==> src/rtl/lfsr_tick_stepper.sv <==
// Fibonacci LFSR advanced once per synchronised slow_clk rising edge (RUN) or per step_req (HALT),
// with seed loading, step counting and period-completion detection.
module lfsr_tick_stepper #(
    parameter int unsigned      WIDTH = 8,
    parameter logic [WIDTH-1:0] TAPS  = WIDTH'(8'hB8),
    parameter logic [WIDTH-1:0] SEED  = WIDTH'(8'h01)
) (
    input  logic             clk,
    input  logic             rst_n,
    input  logic             slow_clk,
    input  logic             start,
    input  logic             stop,
    input  logic             step_req,
    input  logic             load,
    input  logic [WIDTH-1:0] seed_in,
    output logic [WIDTH-1:0] lfsr_q,
    output logic [31:0]      step_count,
    output logic [31:0]      period_len,
    output logic             period_done,
    output logic             running,
    output logic             seed_err
);

    localparam int unsigned CNT_W = 32;

    typedef enum logic {
        HALT = 1'b0,
        RUN  = 1'b1
    } state_e;

    state_e             state_q, state_d;
    logic               s1_q, s2_q, s3_q;
    logic [WIDTH-1:0]   lfsr_d;
    logic [WIDTH-1:0]   seed_q, seed_d;
    logic [CNT_W-1:0]   step_count_q, step_count_d;
    logic [CNT_W-1:0]   period_len_q, period_len_d;
    logic               period_done_q, period_done_d;
    logic               seed_err_q, seed_err_d;
    logic               tick_c;
    logic               step_c;
    logic [WIDTH-1:0]   next_c;

    // One-clk pulse per synchronised slow_clk rising edge
    assign tick_c = s2_q & ~s3_q;
    assign step_c = (state_q == RUN) ? (tick_c & ~stop) : step_req;
    assign next_c = {lfsr_q[WIDTH-2:0], ^(lfsr_q & TAPS)};

    always_comb begin
        state_d       = state_q;
        lfsr_d        = lfsr_q;
        seed_d        = seed_q;
        step_count_d  = step_count_q;
        period_len_d  = period_len_q;
        period_done_d = 1'b0;
        seed_err_d    = seed_err_q;

        if (state_q == HALT) begin
            if (start) state_d = RUN;
        end else begin
            if (stop) state_d = HALT;
        end

        // Load wins over step; a zero seed would lock the LFSR so SEED is substituted
        if (load) begin
            step_count_d = '0;
            if (seed_in == '0) begin
                lfsr_d     = SEED;
                seed_d     = SEED;
                seed_err_d = 1'b1;
            end else begin
                lfsr_d     = seed_in;
                seed_d     = seed_in;
                seed_err_d = 1'b0;
            end
        end else if (step_c) begin
            lfsr_d = next_c;
            if (next_c == seed_q) begin
                period_done_d = 1'b1;
                period_len_d  = step_count_q + CNT_W'(1);
                step_count_d  = '0;
            end else begin
                step_count_d  = step_count_q + CNT_W'(1);
            end
        end
    end

    always_ff @(posedge clk or negedge rst_n) begin
        if (!rst_n) begin
            state_q       <= HALT;
            s1_q          <= 1'b0;
            s2_q          <= 1'b0;
            s3_q          <= 1'b0;
            lfsr_q        <= SEED;
            seed_q        <= SEED;
            step_count_q  <= '0;
            period_len_q  <= '0;
            period_done_q <= 1'b0;
            seed_err_q    <= 1'b0;
        end else begin
            state_q       <= state_d;
            s1_q          <= slow_clk;
            s2_q          <= s1_q;
            s3_q          <= s2_q;
            lfsr_q        <= lfsr_d;
            seed_q        <= seed_d;
            step_count_q  <= step_count_d;
            period_len_q  <= period_len_d;
            period_done_q <= period_done_d;
            seed_err_q    <= seed_err_d;
        end
    end

    assign step_count  = step_count_q;
    assign period_len  = period_len_q;
    assign period_done = period_done_q;
    assign running     = (state_q == RUN);
    assign seed_err    = seed_err_q;

endmodule

==> config.mk <==
export PLATFORM = sky130hd
export DESIGN_NAME = lfsr_tick_stepper
export DESIGN_NICKNAME = d
export VERILOG_FILES = /design/src/rtl/lfsr_tick_stepper.sv
export SDC_FILE = /design/constraint.sdc
export NUM_CORES = 1
export LEC_CHECK = 0
export ABC_AREA = 1
export ABC_CLOCK_PERIOD_IN_PS = 3350
export CAP_MARGIN = 20
export CORE_MARGIN = 2
export CORE_UTILIZATION = 40
export DETAILED_ROUTE_END_ITERATION = 12
export HOLD_SLACK_MARGIN = 0.02
export SYNTH_ARGS = -nofsm -noshare
export SYNTH_HDL_FRONTEND = slang
export SYNTH_SLANG_ARGS = --single-unit
==> constraint.sdc <==
create_clock -name clk -period 3.35 [get_ports clk]
set_clock_uncertainty 0.05 [all_clocks]
set_input_delay 0.335 -clock clk [delete_from_list [all_inputs] [get_ports clk]]
set_output_delay 0.335 -clock clk [all_outputs]
set_load 0.005 [all_outputs]
==> metrics.md <==
| Metric | Value |
|---|---|
| Status | `finished clean` |
| Final worst path period share | `around 64%` |
| RSZ-0062 raised after global routing | `no` |
| DRC violations left | `0` |
| Clk Tree Root Cell | `clkbuf_16` |
| Register bit total from synthesis | `86` |
| Largest net degree at the start of global routing | `55` |
| Chip Width | `about 110 µm` |
| Slew HR | `just over 50%` |
| CP delay by family, top | `simple AND/OR/NAND/NOR gates` |
| Worst-Skew Late Latency | `between 300 and 400 ps` |
| Fin crit period | `approximately 2100 ps` |
| Largest stage delay, worst path | `between 500 and 600 ps` |
| Wire per inst | `14.3 µm` |
| Top cells by count, synth | `280 x nand2_1, 84 x dfrtp_1, 63 x nand3_1` |
| Pre-antenna DRT Iters | `5` |
| RePlAce Congestion | `0.889` |
| Synth warnings | `0` |
| Iteration-0 DRC Markers | `232` |
| F_max | `about 470 MHz` |
| Vias per cell | `around 5.0` |
| IO Pins | `90` |
| Max Cap Viol | `0` |
| Worst path depth | `9` |
| Syn Std Cell Area | `4630 µm²` |
| WP data required | `approximately 3500 ps` |
| Crit path max fanout | `33` |
| Cell mode on critical path | `nand2_1` |
| Die Y | `112 µm` |
| Via count | `approximately 4300` |
| Slowest CP cell | `dfstp_2` |
| Total power | `2.51 mW` |
| Predominant post-synthesis flop cell | `dfrtp_1` |
| Detailed Route WL | `12200 µm` |
| WP data arrival | `~2300 ps` |
| # diodes | `0` |
| Initial antenna violation count | `0` |
| Area delta synth->final | `27.4%` |
| Clk buf depth | `2` |
| DIE AREA | `12500 µm²` |
| Vias in the first global route | `approximately 4200` |
| Syn_area_per_cell | `between 7 and 8 µm²` |
| R2R depth | `9` |
| Power Density | `roughly 430 nW/µm²` |
| Setup TNS Final | `0 ps` |
| Leading cell type by number of instances after synthesis | `nand2_1` |
| Fraction of registers with async set/reset | `100%` |
| Worst Max-Slew Pin Slew | `736 ps` |
| Post-layout net count | `approximately 700` |
| Port Buffers | `between 80 and 90` |
| Largest cells by area after synthesis | `dfrtp_1 45%, nand2_1 23%, nand3_1 6.8%, nor2_1 4.2%, inv_1 2.8%` |
| Final hold vios | `0` |
| Kind of critical path | `flip-flop to flip-flop` |
| Global-route wire length before repair | `20900 µm` |
| Core area | `~11000 µm²` |
| ANT nets after route | `0` |
| Peak VDD IR | `265 µV` |
| EDFF count, synth | `0` |
| Syn_nets | `634` |
| Clk slew on worst S/H paths | `about 60 ps` |
| Leak pwr | `about 2.9 nW` |
| DP Wirelength | `between 8000 and 9000 µm` |
| Initial Util | `between 40% and 50%` |
| CTS tree | `built` |
| Total grt overflow | `0` |
| Critical path, cell by cell | `inv_2, nand2_1, nand2_1, nor2_1, nand3_1, nor2_4, nand3_4, nand2_1, nand2_1` |
| Rows | `39` |
| # setup viols final | `0` |
| Post-CTS Hold Buffers | `0` |
| H-tree Lvls | `3` |
| Post-synth top area cell | `dfrtp_1` |
| Sequential share of the synthesized area | `around 47%` |
| Startpoint Class | `flip-flop` |
| Crit. End Element | `flip-flop` |
| Buf/Inv on CP | `1` |
| GRT Util Overall | `between 20% and 30%` |
| Post-synth top area share | `between 40 and 50%` |
| Total CTS buffers | `9` |
| Setup Buffers After CTS | `0` |
| Hold Path Class | `input pin to async pin` |
| Layout cells sized above 1 | `about 6.4%` |
| Clk sinks | `86` |
| Cts repair resizes | `0` |
| Final Slew Violations | `0` |
| Library cells used by synthesis | `27` |
| Cells after synthesis | `618` |
==> worst reg2reg max path, stage by stage (launching register included) <==
cell,delay [ps]
dfstp_2,570
inv_2,40
nand2_1,50
nand2_1,70
nor2_1,100
nand3_1,120
nor2_4,340
nand3_4,420
nand2_1,190
nand2_1,60
==> logic make-up (layout without fill, tap and decap cells) <==
group	after synthesis	after routing	synth area share, %
XOR/XNOR	14	14	2.81
AO/OA/AOI/OAI	18	18	2.57
adder cells (fa/ha/maj)	1	1	0.270
flip-flops	86	86	46.5
AND/OR/NAND/NOR	438	438	41.0
buffers and inverters	61	150	6.89
==> state kept, by name (all words and copies together), names as in the netlist <==
signal,flops
lfsr_q,8
s3_q,1
s1_q,1
period_len,32
running,1
s2_q,1
seed_q,8
step_count,32
period_done,1
seed_err,1
==> power by group <==
part	internal, mW	leakage, nW	switching [mW]	total [mW]
Sequential	1.07	1.16	0.0315	1.10
Combinational	0.107	1.55	0.176	0.282
Clock	0.713	0.166	0.411	1.12
==> metal layers <==
metal  up-vias  track usage (%)  wire length [µm]
met3        24             4.30               593
met1      1984             28.0              5750
met4         0             9.88               334
li1       2135                -                 -
met5         -                0                 0
met2       107             32.6              5470
==> path summary, 6_finish.rpt <==
check                      startpoint              to  slack (ps)
max in group asynchronous       rst_n       lfsr_q[0]        2480
setup reg to reg            lfsr_q[0]  period_len[17]        1200
setup / recovery            lfsr_q[0]  period_len[17]        1200
hold / removal                  rst_n  period_len[16]          10
hold reg to reg                  s1_q            s2_q         300
min in group clk                 s1_q            s2_q         300
==> through the flow <==
stage	setup WS [ps]	cells	utilization [%]	instance area, µm²	hold slack (ps)
after floorplan	1800	618	-	4630	-10.6
after global placement	1160	834	49.0	5570	286
after detailed placement	1080	834	49.0	5570	287
after CTS	1210	850	51.9	5900	23.1
after global routing	930	850	51.9	5900	52.2
final	1200	850	51.9	5900	10.2
==> area by class of cell <==
type | instances | area, µm²
Multi-Input combinational cell | 471 | 2160
Fill cell | 1120 | 5470
Tap cell | 143 | 179
Clock buffer | 13 | 270
Sequential cell | 86 | 2150
Clock inverter | 3 | 65.1
Inverter | 40 | 150
Timing Repair Buffer | 94 | 926
==> layout by cell type, fill, tap and decap left out <==
master           netlist  final
nand2_1              280    280
clkdlybuf4s50_1        0     88
dfrtp_1               84     84
nand3_1               63     63
nor2_1                52     52
inv_1                 34     34
nand3b_1              16     16
nand4_1               11     11
clkbuf_16              0      9
xnor2_1                8      8
o21ai_0                8      8
o221ai_1               7      7
nand2_2                6      6
inv_2                  6      6
nor2_4                 6      6
buf_4                  6      6
xor2_1                 5      5
clkbuf_8               0      3
a21oi_1                2      2
bufinv_16              0      2
dfstp_2                2      2
nand3_4                1      1
nand2_4                1      1
nor2_2                 1      1
xor2_2                 1      1
nor4_1                 1      1
a21o_1                 1      1
ha_1                   1      1
clkbuf_1               1      1
clkinv_2               0      1
(Power assumes the default switching activity.)
==> edit (config.mk and constraints unchanged) <==
Set the parameter `WIDTH` to 10 (it was 8).
--- a/src/rtl/lfsr_tick_stepper.sv
+++ b/src/rtl/lfsr_tick_stepper.sv
@@ -1,7 +1,7 @@
 // Fibonacci LFSR advanced once per synchronised slow_clk rising edge (RUN) or per step_req (HALT),
 // with seed loading, step counting and period-completion detection.
 module lfsr_tick_stepper #(
-    parameter int unsigned      WIDTH = 8,
+    parameter int unsigned      WIDTH = 10,
     parameter logic [WIDTH-1:0] TAPS  = WIDTH'(8'hB8),
     parameter logic [WIDTH-1:0] SEED  = WIDTH'(8'h01)
 ) (
Ports: changed (resized lfsr_q and seed_in); port bits go from 90 to 94. The function was not compared with the original's and may differ.
==> edit against the unedited design <==
Synthesized area is 4.5% higher; largest cell class unchanged; final area grew 4.2%; clock power fell by 15%; combinational power increased by 13%; routed wire length increased by 7.1%; critical path depth is the same; worst setup slack got worse by 300 ps; hold slack gained 46 ps; via count grew 4.2%; core utilization is 0.30 points lower; sequential cell count grew 4; power fell by 3.0%.
==> edit: results (changes against the unedited design) <==
- Number of warnings reported in the yosys synthesis log: 0 (unchanged)
- Input/output buffers: 93 (+4.5%)
* Area post-placement: 5867 um2 (+5.4%)
- The clock insertion delay at the later pin of the skew report was 350 ps (about the same).
- The final routed wire length divided by cell count came to 14.58 um (+2.0%).
* Clock buffers created by TritonCTS: 9 (unchanged)
- The actual slew at the worst max-slew pin was 871.8 ps (+136.0 ps).
- Global-route total usage across every layer: 0.2141 (+0.005455)
* Complex-gate fraction of the synthesized area: 0.03283 (+0.007163)
- Initial antenna violation count: 0 (unchanged)
- The proportion of register bits with asynchronous set or reset after synthesis was 1.000 (unchanged).
- First-pass GRT wire length: 21960 um (+5.0%)
- Clock transition at the registers of the reported paths: 70 ps
* Number of buffers inserted by post-CTS setup repair: 0 (unchanged)
* Top post-synthesis cells by area: dfrtp_1, nand2_1, nand3_1
- Largest net degree at the start of global routing: 70 (+27%)
- The post-placement setup slack was 519.1 ps (-558.1 ps).
- Weighted congestion reported at the end of routability-driven placement: 0.8549 (-3.8%)
- Number of nets produced by synthesis: 671 (+5.8%)
- The power density relative to cell area is 396.2 nW/um2 (-6.9%).
- The final instance count without filler cells was 893 (+5.1%).
- Mean Syn Cell Area: 7.413 um2 (-1.1%)
- The leakage power total was 3.024 nW (+5.3%).
- The total instance count after detailed placement is 877 (+5.2%).
- Fraction of layout instances using a drive strength above 1: 0.07105 (+0.007396)
- The number of distinct library cell variants in the gate-level netlist after synthesis was 30 (+11%).
- The placed wire-length estimate is 9601 um (+11%).
- The final layout net count came to 759 (+5.7%).
- The mean number of vias per cell was 4.957 (-0.85%).
* Share of cell area taken by muxes after synthesis: 0 (unchanged)
- Primary flip-flop cell chosen by synthesis mapping: dfrtp_1
* Bufs on Longest Clock Path: 2 (unchanged)
* XOR/XNOR Fraction of Synth Area: 0.02714 (-0.0009541)
- The diode insertion count for antenna repair was 0 (unchanged).
* Run status: complete, no violations
* Max Fanout on Critical Path: 33 (unchanged)
* Clock tree root buffer cell: clkbuf_16
- Crit path arrival time: 2680 ps (+350 ps)
- Number of H-tree levels: 3 (unchanged)
- Classification of the worst-slack hold path: input port to async pin
- The detailed router's first-iteration violation count is 289 (+25%).
* Number of global-route vias before repair: 4371 (+4.9%)
- The count of instances resized after the clock tree is built is 0 (unchanged).
* Area share of fa/ha/maj cells after synthesis: 0.002585 (-0.0001166)
* Proportion of synthesized chip area in sequential cells: 0.4658 (+0.0005995)
* Peak ir drop on the vdd network: 0.2119 mV (-20%)
- The detailed-router iteration count before antenna repair was 4 (-1).
- After synthesis, the most frequently instantiated cells are nand2_1, dfrtp_1, nand3_1.
edit: layer usage:
metal  wire, um  GRT usage
met1       5910     0.2768
met2       6356     0.3683
met3        571    0.03454
met4        178    0.06829
met5          0          0
edit: final timing paths:
| kind | startpoint | end | slack (ps) | cells past startpoint |
|---|---|---|---|---|
| max | running | period_len[22] | 900 | 9 |
| min | rst_n | period_len[6] | 60 | 1 |
| max reg2reg | running | period_len[22] | 900 | 9 |
| min reg2reg | s1_q | s2_q | 300 | 0 |
| max in group asynchronous | rst_n | seed_q[0] | 2420 | 2 |
| min in group clk | s1_q | s2_q | 300 | 0 |
edit: final cells by class:
cell class / instances / area [um2]
repair buffers: 99 / 985.9
multi-input cells: 495 / 2270
clock inverters: 6 / 42.54
flip-flops and latches: 90 / 2255
fillers: 1174 / 5763
clock buffers: 10 / 239.0
well taps: 147 / 183.9
inverters: 46 / 172.7
edit: logic make-up (layout without fill, tap and decap cells):
family          Yosys count  after routing
buf+inv                  68            161
xor+xnor                 15             15
flops                    90             90
fa+ha+maj                 1              1
simple gates            451            451
compound gates           28             28
edit: report_power, final:
part	total [mW]	internal (mW)	leakage, nW	switching [mW]
Sequential	1.16	1.13	1.21	0.0347
Clock	0.955	0.523	0.134	0.432
Combinational	0.320	0.124	1.68	0.196
Total	2.44	1.77	3.02	0.663
edit: worst max-delay path: stages (launching register included):
cell and delay [ps]:
dfrtp_1 380, inv_1 100, nor2_1 50, nand3b_1 90
nand2_1 70, nand2_2 130, clkinv_1 600, nand3_4 710
nand2_1 90, nand2_1 100
